--- config.mk ---
export PLATFORM = sky130hd
export DESIGN_NAME = axi_lite_slave_regs
export DESIGN_NICKNAME = d
export VERILOG_FILES = /design/src/rtl/axi_lite_slave_regs.sv
export SDC_FILE = /design/constraint.sdc
export NUM_CORES = 1
export LEC_CHECK = 0
export CAP_MARGIN = 20
export CORE_MARGIN = 4
export CORE_UTILIZATION = 45
export DETAILED_ROUTE_END_ITERATION = 10
export PLACE_DENSITY_LB_ADDON = 0.08
export SLEW_MARGIN = 40
export SYNTH_ARGS = -nofsm -noshare
export SYNTH_HDL_FRONTEND = slang
export SYNTH_SLANG_ARGS = --single-unit
--- constraint.sdc ---
create_clock -name aclk -period 1.95 [get_ports aclk]
set_input_delay 0.39 -clock aclk [delete_from_list [all_inputs] [get_ports aclk]]
set_output_delay 0.39 -clock aclk [all_outputs]
set_load 0.02 [all_outputs]
--- src/rtl/axi_lite_slave_regs.sv ---
// AXI4-Lite slave register file with flat register outputs and per-register write pulses.
// Define AXIL_SLV_ERR_EN to answer out-of-range or misaligned addresses with SLVERR.
module axi_lite_slave_regs #(
  parameter int ADDR_W   = 4,
  parameter int DATA_W   = 32,
  parameter int NUM_REGS = 4
) (
  input  logic                         aclk,
  input  logic                         aresetn,
  input  logic [ADDR_W-1:0]            awaddr,
  input  logic                         awvalid,
  output logic                         awready,
  input  logic [DATA_W-1:0]            wdata,
  input  logic [DATA_W/8-1:0]          wstrb,
  input  logic                         wvalid,
  output logic                         wready,
  output logic [1:0]                   bresp,
  output logic                         bvalid,
  input  logic                         bready,
  input  logic [ADDR_W-1:0]            araddr,
  input  logic                         arvalid,
  output logic                         arready,
  output logic [DATA_W-1:0]            rdata,
  output logic [1:0]                   rresp,
  output logic                         rvalid,
  input  logic                         rready,
  output logic [NUM_REGS*DATA_W-1:0]   regs_o,
  output logic [NUM_REGS-1:0]          wr_pulse
);
  localparam int STRB_W = DATA_W / 8;

  logic              aw_held, w_held;
  logic [ADDR_W-1:0] aw_addr_q;
  logic [DATA_W-1:0] w_data_q;
  logic [STRB_W-1:0] w_strb_q;

  logic              aw_hs, w_hs, ar_hs, commit;
  logic [ADDR_W-1:0] wr_addr;
  logic [DATA_W-1:0] wr_data;
  logic [STRB_W-1:0] wr_strb;
  int                wr_idx, rd_idx;
  logic              wr_legal, rd_legal;

  assign awready = !aw_held && !bvalid;
  assign wready  = !w_held && !bvalid;
  assign arready = !rvalid;

  assign aw_hs = awvalid && awready;
  assign w_hs  = wvalid && wready;
  assign ar_hs = arvalid && arready;

  // Held values win over live bus values; both halves present means the write commits now.
  assign wr_addr = aw_held ? aw_addr_q : awaddr;
  assign wr_data = w_held ? w_data_q : wdata;
  assign wr_strb = w_held ? w_strb_q : wstrb;
  assign commit  = (aw_held || aw_hs) && (w_held || w_hs);

`ifdef AXIL_SLV_ERR_EN
  localparam logic [1:0] ERR_RESP = 2'b10;
  assign wr_idx   = int'(wr_addr[ADDR_W-1:2]);
  assign rd_idx   = int'(araddr[ADDR_W-1:2]);
  assign wr_legal = (wr_idx < NUM_REGS) && (wr_addr[1:0] == 2'b00);
  assign rd_legal = (rd_idx < NUM_REGS) && (araddr[1:0] == 2'b00);
`else
  localparam logic [1:0] ERR_RESP = 2'b00;
  logic unused_addr_lsbs;
  assign wr_idx   = int'(wr_addr[ADDR_W-1:2]) % NUM_REGS;
  assign rd_idx   = int'(araddr[ADDR_W-1:2]) % NUM_REGS;
  assign wr_legal = 1'b1;
  assign rd_legal = 1'b1;
  assign unused_addr_lsbs = ^{wr_addr[1:0], araddr[1:0]};
`endif

  always_ff @(posedge aclk or negedge aresetn) begin
    if (!aresetn) begin
      aw_held   <= 1'b0;
      w_held    <= 1'b0;
      aw_addr_q <= '0;
      w_data_q  <= '0;
      w_strb_q  <= '0;
      regs_o    <= '0;
      wr_pulse  <= '0;
      bvalid    <= 1'b0;
      bresp     <= 2'b00;
    end else begin
      wr_pulse <= '0;
      if (bvalid && bready) bvalid <= 1'b0;
      if (commit) begin
        aw_held <= 1'b0;
        w_held  <= 1'b0;
        bvalid  <= 1'b1;
        bresp   <= wr_legal ? 2'b00 : ERR_RESP;
        if (wr_legal) begin
          wr_pulse[wr_idx] <= 1'b1;
          for (int b = 0; b < STRB_W; b++) begin
            if (wr_strb[b]) regs_o[wr_idx*DATA_W + b*8 +: 8] <= wr_data[b*8 +: 8];
          end
        end
      end else begin
        if (aw_hs) begin
          aw_held   <= 1'b1;
          aw_addr_q <= awaddr;
        end
        if (w_hs) begin
          w_held   <= 1'b1;
          w_data_q <= wdata;
          w_strb_q <= wstrb;
        end
      end
    end
  end

  // Read data samples register contents before any write landing on the same edge.
  always_ff @(posedge aclk or negedge aresetn) begin
    if (!aresetn) begin
      rvalid <= 1'b0;
      rdata  <= '0;
      rresp  <= 2'b00;
    end else if (ar_hs) begin
      rvalid <= 1'b1;
      rdata  <= rd_legal ? regs_o[rd_idx*DATA_W +: DATA_W] : '0;
      rresp  <= rd_legal ? 2'b00 : ERR_RESP;
    end else if (rvalid && rready) begin
      rvalid <= 1'b0;
    end
  end

endmodule

# After elaboration in Yosys (flattened, before gate mapping)
# Cells that the tools add are included.
op_classes:
  addsub: 7
  reduce_logical: 21
  order_cmp: 2
  shift: 9
  muxes: 25
  bitwise_logic: 1
op_table:
  columns: ["op", "count"]
  rows:
  - ["$mux 128", 7]
  - ["$bwmux 128", 4]
  - ["$shift 8x33->128 const A", 4]
  - ["$shiftx 8x33->128", 4]
  - ["$shiftx 128x8->32", 1]
  - ["$neg 8->33", 3]
  - ["$neg 7->33", 1]
  - ["$mux 32", 1]
  - ["$add 7x5->8 const B", 2]
  - ["$mux 4", 3]
  - ["$logic_and 1x1->1", 9]
  - ["$mux 1", 9]
  - ["$add 7x4->8 const B", 1]
  - ["$reduce_bool 2->1", 4]
  - ["$logic_not 1->1", 4]
  - ["$reduce_and 2->1", 2]
  - ["$lt 2x3->1 const B", 1]
  - ["$demux 1 s2", 1]
  - ["$ge 2x1->1 const B", 1]
  - ["$logic_or 1x1->1", 2]
  - ["$not 1->1", 1]
totals:
  wordCells: 75
  reg_bits: 208

# Depth between registers and ports, before layout
depth:
  depth_word: 14
  mapped_depth: 9

# Worst setup path before layout
# No wires, ideal clock.
synth_timing:
  path_kind: "register to register"
  start: "reg aw_held"
  end: "reg regs_o[112]"
  arrival_ps: 1956
  path_slack_ps: -139
  path_stages_with_launch: 9
  required_ps: 1817
  path_cell_list: "dfrtp_1 -> buf_4 -> mux2i_1 -> inv_1 -> ha_1 -> o221ai_2 -> or2_0 -> clkbuf_1 -> o31ai_1"
synth_between:
  elab_chain_cells: 14
  word_cells_on_any_way: 32
  classes_between: "7 x add/sub; 8 x shift; 12 x mux; 5 x reduce/logical"
synth_lines:
  columns: ["item", "line", "text"]
  rows:
  - ["start, declared", "32", "logic aw_held, w_held;"]
  - ["start signal, assigned", "76", "aw_held <= 1'b0;"]
  - ["start signal, assigned", "89", "aw_held <= 1'b0;"]
  - ["start signal, assigned", "101", "aw_held <= 1'b1;"]
  - ["branches (longest 14 deep; another with $neg 8->33)", null, null]
  - ["end signal, assigned by index", "96", "if (wr_strb[b]) regs_o[wr_idx*DATA_W + b*8 +: 8] <= wr_data[b*8 +: 8];"]
  - ["end, declared", "27", "output logic [NUM_REGS*DATA_W-1:0] regs_o,"]
# Parallel ways; which one is timed is not known. The select of a mux whose other input is x is not followed.
# A chain may end at the register's enable or synchronous reset.

# Worst setup path after layout
layout_timing:
  start: "reg aw_held"
  end: "reg regs_o[56]"
# The elaborated chain is that of the path after synthesis.

==> metrics.txt <==
Leak=between 6 and 7 nW; Die H=153.3 um; I/O pin cnt=224; largest net degree at the start of global routing=65; # Max-Cap Violations=0; clock tree buffer depth=3; via-per-instance ratio=about 6.0; n_diodes=0; CP arrival=2.39 ns; Worst Hold Class=in -> async; CP Max Fanout=8; fraction of layout cells with a size suffix above 1=32.14%; biggest area consumer among synthesized cells=dfrtp_1; Mean Syn Cell Area=12.76 um2; GP Congestion=0.8757; Synth top cells by count=dfrtp_1, o31ai_1, o21ai_0; Clock Sinks=between 200 and 250; total CTS buffers=22; Synth Area in Compound Gates=17.06%; final std cells w/o fill=roughly 1300; port buffer count=215; Worst Tran Pin Value=0.9804 ns; Max Freq=0.5032 GHz; RSZ-0062 raised after global routing=true; Post-synth EDFFs=0; Clock transition at path regs=0.06 ns; CTS tree=built; dpl ws=-0.6350 ns; global route overflow=0; worst r2r path cells=7; Antenna Violating Nets Remaining=0; clock root cell=clkbuf_16; cell with the most instances after synthesis=dfrtp_1; critical path startpoint category=flip-flop; YS warnings=0; htree depth=1; row count=52; Yosys reg bits=206; post-detail-place hpwl=20510 um; Initial Utilization=between 40% and 50%; GRT Total Usage=24.17%; main combinational cell family by area after synthesis=multiplexers; vias in the first global route=7892; Final Setup Violations=30; CP cell instances=buf_4 -> a21oi_4 -> ha_4 -> o221ai_4 -> or2_0 -> buf_6 -> o31ai_1; Pwr Total=0.02141 W; period utilization=101.9%; clock latency on the worst-skew pair=0.50 ns; final hold vios=0; DRT iter0 DRCs=504; status=complete, but fails checks; DRC violations left=0; Synth Area in Simple Gates=3.106%; Synth Flop Type=dfrtp_1; Yosys cell types=37; met2 WL=14530 um; Post-Place Cells=around 1200; fin nets=1045; final worst setup slack=-0.03716 ns; setup TNS=-0.4803 ns; max-slew violations=0; kind of critical path=reg -> reg; failing checks=negative setup slack; first-pass GRT wire length=45950 um; antenna violations before repair=1; Tmin final=slightly below 2 ns; Post-Syn Area=0.009507 mm2; DRT Pass-1 Iters=4; Synth Instances=745; vias post-DR=7591; WL met3=2223 um; asr flop ratio synth=between 90% and 100%; slowest CP cell=dfrtp_2; xor-xnor portion of the synthesized cell area=0%; Min Hold Slack=0.3804 ns; skew final=between 0.006 and 0.007 ns; Area growth syn-to-layout=45.93%; worst slew margin relative to its limit=32.77%; CP max stage delay=0.47 ns; cell area power density=1543 mW/mm2; Die Area=0.02351 mm2; mux contribution to synthesized area=20.64%; M1 WL=12230 um; Top Layer Used=met5; element type at the critical path end=flip-flop; drt total wl=29680 um; post-synth top area share=a little over half; Synth Area in Adders=1.053%; Peak VDD IR=0.8881 mV; sequential share of the synthesized area=54.22%; critical path data required time=about 2.4 ns; placeable core region=0.02049 mm2; chip width=153.3 um; synth top area cells=dfrtp_1, o31ai_1, mux2_2; Avg WL per Cell=23.33 um
==> worst max-delay path: cells and delay by family, from the launching register on <==
kind	cells	cell delay (ns)
and+or+nand+nor	1	0.26
adders and majority gates	1	0.18
buffers and inverters	2	0.35
DFF	1	0.47
AOI/OAI and AO/OA	3	0.63
==> metrics by stage <==
| stage | util [%] | cell area [um2] |
|---|---|---|
| after CTS | 64.47 | 13210 |
| final | 67.69 | 13870 |
| after global placement | 60.48 | 12400 |
| after global routing | 67.69 | 13870 |
| after detailed placement | 60.48 | 12400 |
| after floorplan | - | 9544 |
==> repair_timing <==
action	in CTS	in global routing
gates resized for setup	32	178
cloned	0	1
buffers inserted	0	3
endpoints found under the setup margin	132	160
endpoints found under the hold margin	34	0
hold buffers	1	0
pin swaps	2	20
==> layout make-up <==
class                   instances  area [um2]
repair buffers                286        2932
fillers                      1485        6621
multi-input cells             464        4648
inverters                       6       22.52
clock buffers                  33       663.1
well taps                     270       337.8
flip-flops and latches        206        5157
clock inverters                 7       112.6
==> cell usage in the layout (no fill, tap or decap), types with 4 or more instances in the layout <==
| master | netlist | routed |
|---|---|---|
| dfrtp_1 | 206 | 204 |
| mux2i_1 | 36 | 32 |
| o21ai_0 | 113 | 73 |
| buf_12 | 0 | 11 |
| mux4_2 | 32 | 32 |
| clkbuf_8 | 0 | 6 |
| dlygate4sd2_1 | 0 | 10 |
| dlymetal6s2s_1 | 0 | 43 |
| clkbuf_16 | 0 | 23 |
| o31ai_2 | 0 | 44 |
| o221ai_4 | 0 | 4 |
| o21ai_2 | 0 | 6 |
| inv_1 | 6 | 5 |
| nor2_1 | 17 | 17 |
| o31ai_1 | 120 | 61 |
| mux2i_2 | 1 | 4 |
| o31ai_4 | 0 | 15 |
| buf_6 | 0 | 6 |
| or2_4 | 0 | 14 |
| o21ai_1 | 9 | 43 |
| buf_4 | 11 | 53 |
| ha_1 | 8 | 4 |
| conb_1 | 1 | 4 |
| clkbuf_1 | 34 | 5 |
| mux2_2 | 76 | 76 |
| clkdlybuf4s50_1 | 0 | 158 |
==> flip-flops by register name, summed over array words and instances, names as in the netlist <==
name and flops:
rdata 32, w_strb_q 4, rvalid 1, aw_addr_q 2
regs_o 128, w_data_q 32, wr_pulse 4, w_held 1
aw_held 1, bvalid 1
==> routing by layer <==
layer	global-route usage [%]	vias up
met5	0	-
met4	6.013	2
met3	5.315	52
met2	40.18	335
met1	32.62	3895
li1	-	3307
==> final timing paths <==
kind                              start           end  slack, ns
setup / recovery                aw_held    regs_o[56]      -0.04
hold / removal                  aresetn     rdata[26]       0.38
setup reg to reg                aw_held    regs_o[56]      -0.04
hold reg to reg            w_data_q[29]  w_data_q[29]       0.51
max in group asynchronous       aresetn   regs_o[114]       0.89
min in group aclk                rready        rvalid       0.45
==> power breakdown <==
part | internal, W | switching (W) | total [W]
sequential | 0.00586 | 0.00130 | 0.00716
combinational | 0.00454 | 0.00527 | 0.00981
clock | 0.00275 | 0.00169 | 0.00444
total | 0.0131 | 0.00827 | 0.0214
==> cells by family after synthesis <==
| kind of cell | Yosys count |
|---|---|
| compound gates | 253 |
| fa+ha+maj | 8 |
| buf+inv | 79 |
| flops | 206 |
| mux | 146 |
| other cells | 1 |
| simple gates | 52 |
Power figures use the tool's default switching activity.
==> RTL change, RTL diff (same settings) <==
The option `AXIL_SLV_ERR_EN` is turned on by a define.
--- a/src/rtl/axi_lite_slave_regs.sv
+++ b/src/rtl/axi_lite_slave_regs.sv
@@ -2,2 +2,4 @@
 // Define AXIL_SLV_ERR_EN to answer out-of-range or misaligned addresses with SLVERR.
+`define AXIL_SLV_ERR_EN
+
 module axi_lite_slave_regs #(
Formal check against the unedited RTL: not equivalent (Yosys sat finds a counterexample within 4 cycles, from zero or initial values and one cycle with aresetn low).
==> RTL change against the original RTL <==
- via count decreased by 6.6%
- the flow still finishes with violations (negative setup slack)
- largest power group unchanged
- area after synthesis increased by 2.1%
- worst setup slack got worse by 160 ps
- count of clock-buffer cells in the layout increased by 1
- non-clock buffer count decreased by 5
- hold slack got worse by 4.6 ps
- core utilization decreased by 1.1 points
- total power decreased by 15%
- synthesized cell count decreased by 3.1%
- routed wire length decreased by 2.5%
- final area increased by 1.6%
- sequential cell count increased by 4
- sequential share of layout area increased by 0.14 points
==> RTL change: results (changes against the original RTL) <==
Logic synthesis:
- The async set-or-reset flop fraction in the synthesized netlist was 100% (unchanged).
- Top post-synthesis cells by count: 210 x sky130_fd_sc_hd__dfrtp_1, 131 x sky130_fd_sc_hd__nor2_1, 114 x sky130_fd_sc_hd__mux2_2 (was 206 x sky130_fd_sc_hd__dfrtp_1, 120 x sky130_fd_sc_hd__o31ai_1, 113 x sky130_fd_sc_hd__o21ai_0).
- The count of distinct cell types in the synthesized netlist came to 32 (was 37).
- The average cell area after synthesis is 13.4 sq um (was 12.8 sq um).
- Top cells by area in the synthesized netlist: sky130_fd_sc_hd__dfrtp_1 54%, sky130_fd_sc_hd__mux2_2 13%, sky130_fd_sc_hd__mux4_2 7.4%, sky130_fd_sc_hd__mux2_1 6.8%, sky130_fd_sc_hd__nor2_1 5.1% (was sky130_fd_sc_hd__dfrtp_1 54%, sky130_fd_sc_hd__o31ai_1 9.5%, sky130_fd_sc_hd__mux2_2 9.0%, sky130_fd_sc_hd__mux4_2 7.6%, sky130_fd_sc_hd__o21ai_0 5.9%).
- The sequential cell area fraction in the yosys report is 54.1% (was 54.2%).

Drt:
- The wire length after detailed routing was 28900 um (was 29700 um).
- The detailed router's first-iteration violation count is 300 (was 504).
- The detailed-route via count was 7088 (was 7591).
- The number of vias per cell after detailed routing is 5.60 (was 5.97).

GRT:
- The aggregate global-route resource usage came to 23.1% (was 24.2%).
- The largest net degree at the start of global routing is 49 (was 65).
- The number of global-route vias before repair is 7763 (was 7892).
- The first-pass GRT wire length came to 44000 um (was 46000 um).

Place:
- The number of input and output port buffers inserted came to 221 (was 215).
- The HPWL after detailed placement was 19600 um (was 20500 um).
- The routability-driven placement congestion ratio came to 0.858 (was 0.876).
- The placement-stage worst setup slack came to -613 ps (was -635 ps).
- The post-detailed-placement cell area is 12800 sq um (was 12400 sq um).

Power and ir drop:
- The leakage power came to 0.00692 uW (was 0.00646 uW).
- The largest vdd supply drop is 0.717 mV (was 0.888 mV).
- The internal portion of total power came to 12000 uW (was 13100 uW).

Finish:
- The ratio of cells with drive above 1 in the final layout was 32.5% (was 32.1%).
- The total of fill cells in the finished design is 1532 (was 1485).
- The final net count was 1035 (was 1045).

Timing:
- The post-layout worst setup margin came to -198 ps (was -37.2 ps).
- The total negative slack for setup checks was -21550 ps (was -480 ps).
- The setup violation total in the final timing report is 128 (was 30).
- The final clock skew was 7.29 ps (was 6.68 ps).

Status:
- Violated checks: negative setup slack (unchanged).
- Status: finished with violations (unchanged).

Worst setup path:
- The worst endpoint data arrival time is 2520 ps (was 2390 ps).
RTL change: layout make-up:
cell class	count	area share (%)
Inverter	5	0.133
Clock inverter	3	0.462
Clock buffer	34	4.80
Multi-Input combinational cell	458	33.2
Sequential cell	210	37.3
Tap cell	275	2.44
Timing Repair Buffer	281	21.6
RTL change: what timing repair did:
action                                 CTS  global route
endpoints found under the hold margin   35             0
cloned                                   0             2
hold buffers                             1             0
setup buffers                            0             4
pin swaps                                2             3
setup endpoints to repair              136           155
gates resized for setup                 20           147
RTL change: path summary, 6_finish.rpt:
kind / from / endpoint / slack (ps) / cells after the start
max: aw_held / regs_o[55] / -200 / 6
min: aresetn / rdata[27] / 380 / 2
max reg2reg: aw_held / regs_o[55] / -200 / 6
min reg2reg: w_data_q[8] / w_data_q[8] / 500 / 1
max in group asynchronous: aresetn / regs_o[27] / 860 / 3
min in group aclk: bready / bvalid / 440 / 2
RTL change: metal layers:
metal,track usage (%),part of all wire [%],vias up
met2,39.1,50,275
met3,5.09,7.4,35
met1,30.8,42,3704
li1,-,-,3072
met5,0,0.045,-
met4,5.21,1.4,2
RTL change: power by group through the flow:
stage | registers (uW) | logic [uW] | clock network [uW]
2_1_floorplan | 7150 | 2890 | 0
3_3_place_gp | 6440 | 6730 | 0
3_5_place_dp | 6520 | 6890 | 0
4_1_cts | 6460 | 6940 | 4360
5_1_grt | 6660 | 7800 | 4560
6_report | 6510 | 7350 | 4280
RTL change: kinds of logic (layout without fill, tap and decap cells):
group,after synthesis,in the layout,synth area share [%]
AOI/OAI and AO/OA,41,41,3.52
and+or+nand+nor,171,171,7.55
buffers and inverters,55,323,3.11
other,1,2,0.0386
adders and majority gates,6,6,0.773
muxes,238,238,30.9
DFF,210,210,54.1
RTL change: worst max-delay path, stage by stage, from the launching register on:
cell and delay (ps):
sky130_fd_sc_hd__dfrtp_2 400, sky130_fd_sc_hd__or3b_4 410, sky130_fd_sc_hd__a221oi_4 370, sky130_fd_sc_hd__buf_6 180, sky130_fd_sc_hd__and3_4 190, sky130_fd_sc_hd__buf_12 140, sky130_fd_sc_hd__mux2_2 340
RTL change: stage by stage:
stage | power (uW) | utilization, %
3_5_place_dp | 13400 | 60.7
5_1_grt | 19000 | 66.6
4_1_cts | 17800 | 64.4
2_1_floorplan | 10000 | -
3_3_place_gp | 13200 | 60.7
6_report | 18100 | 66.6
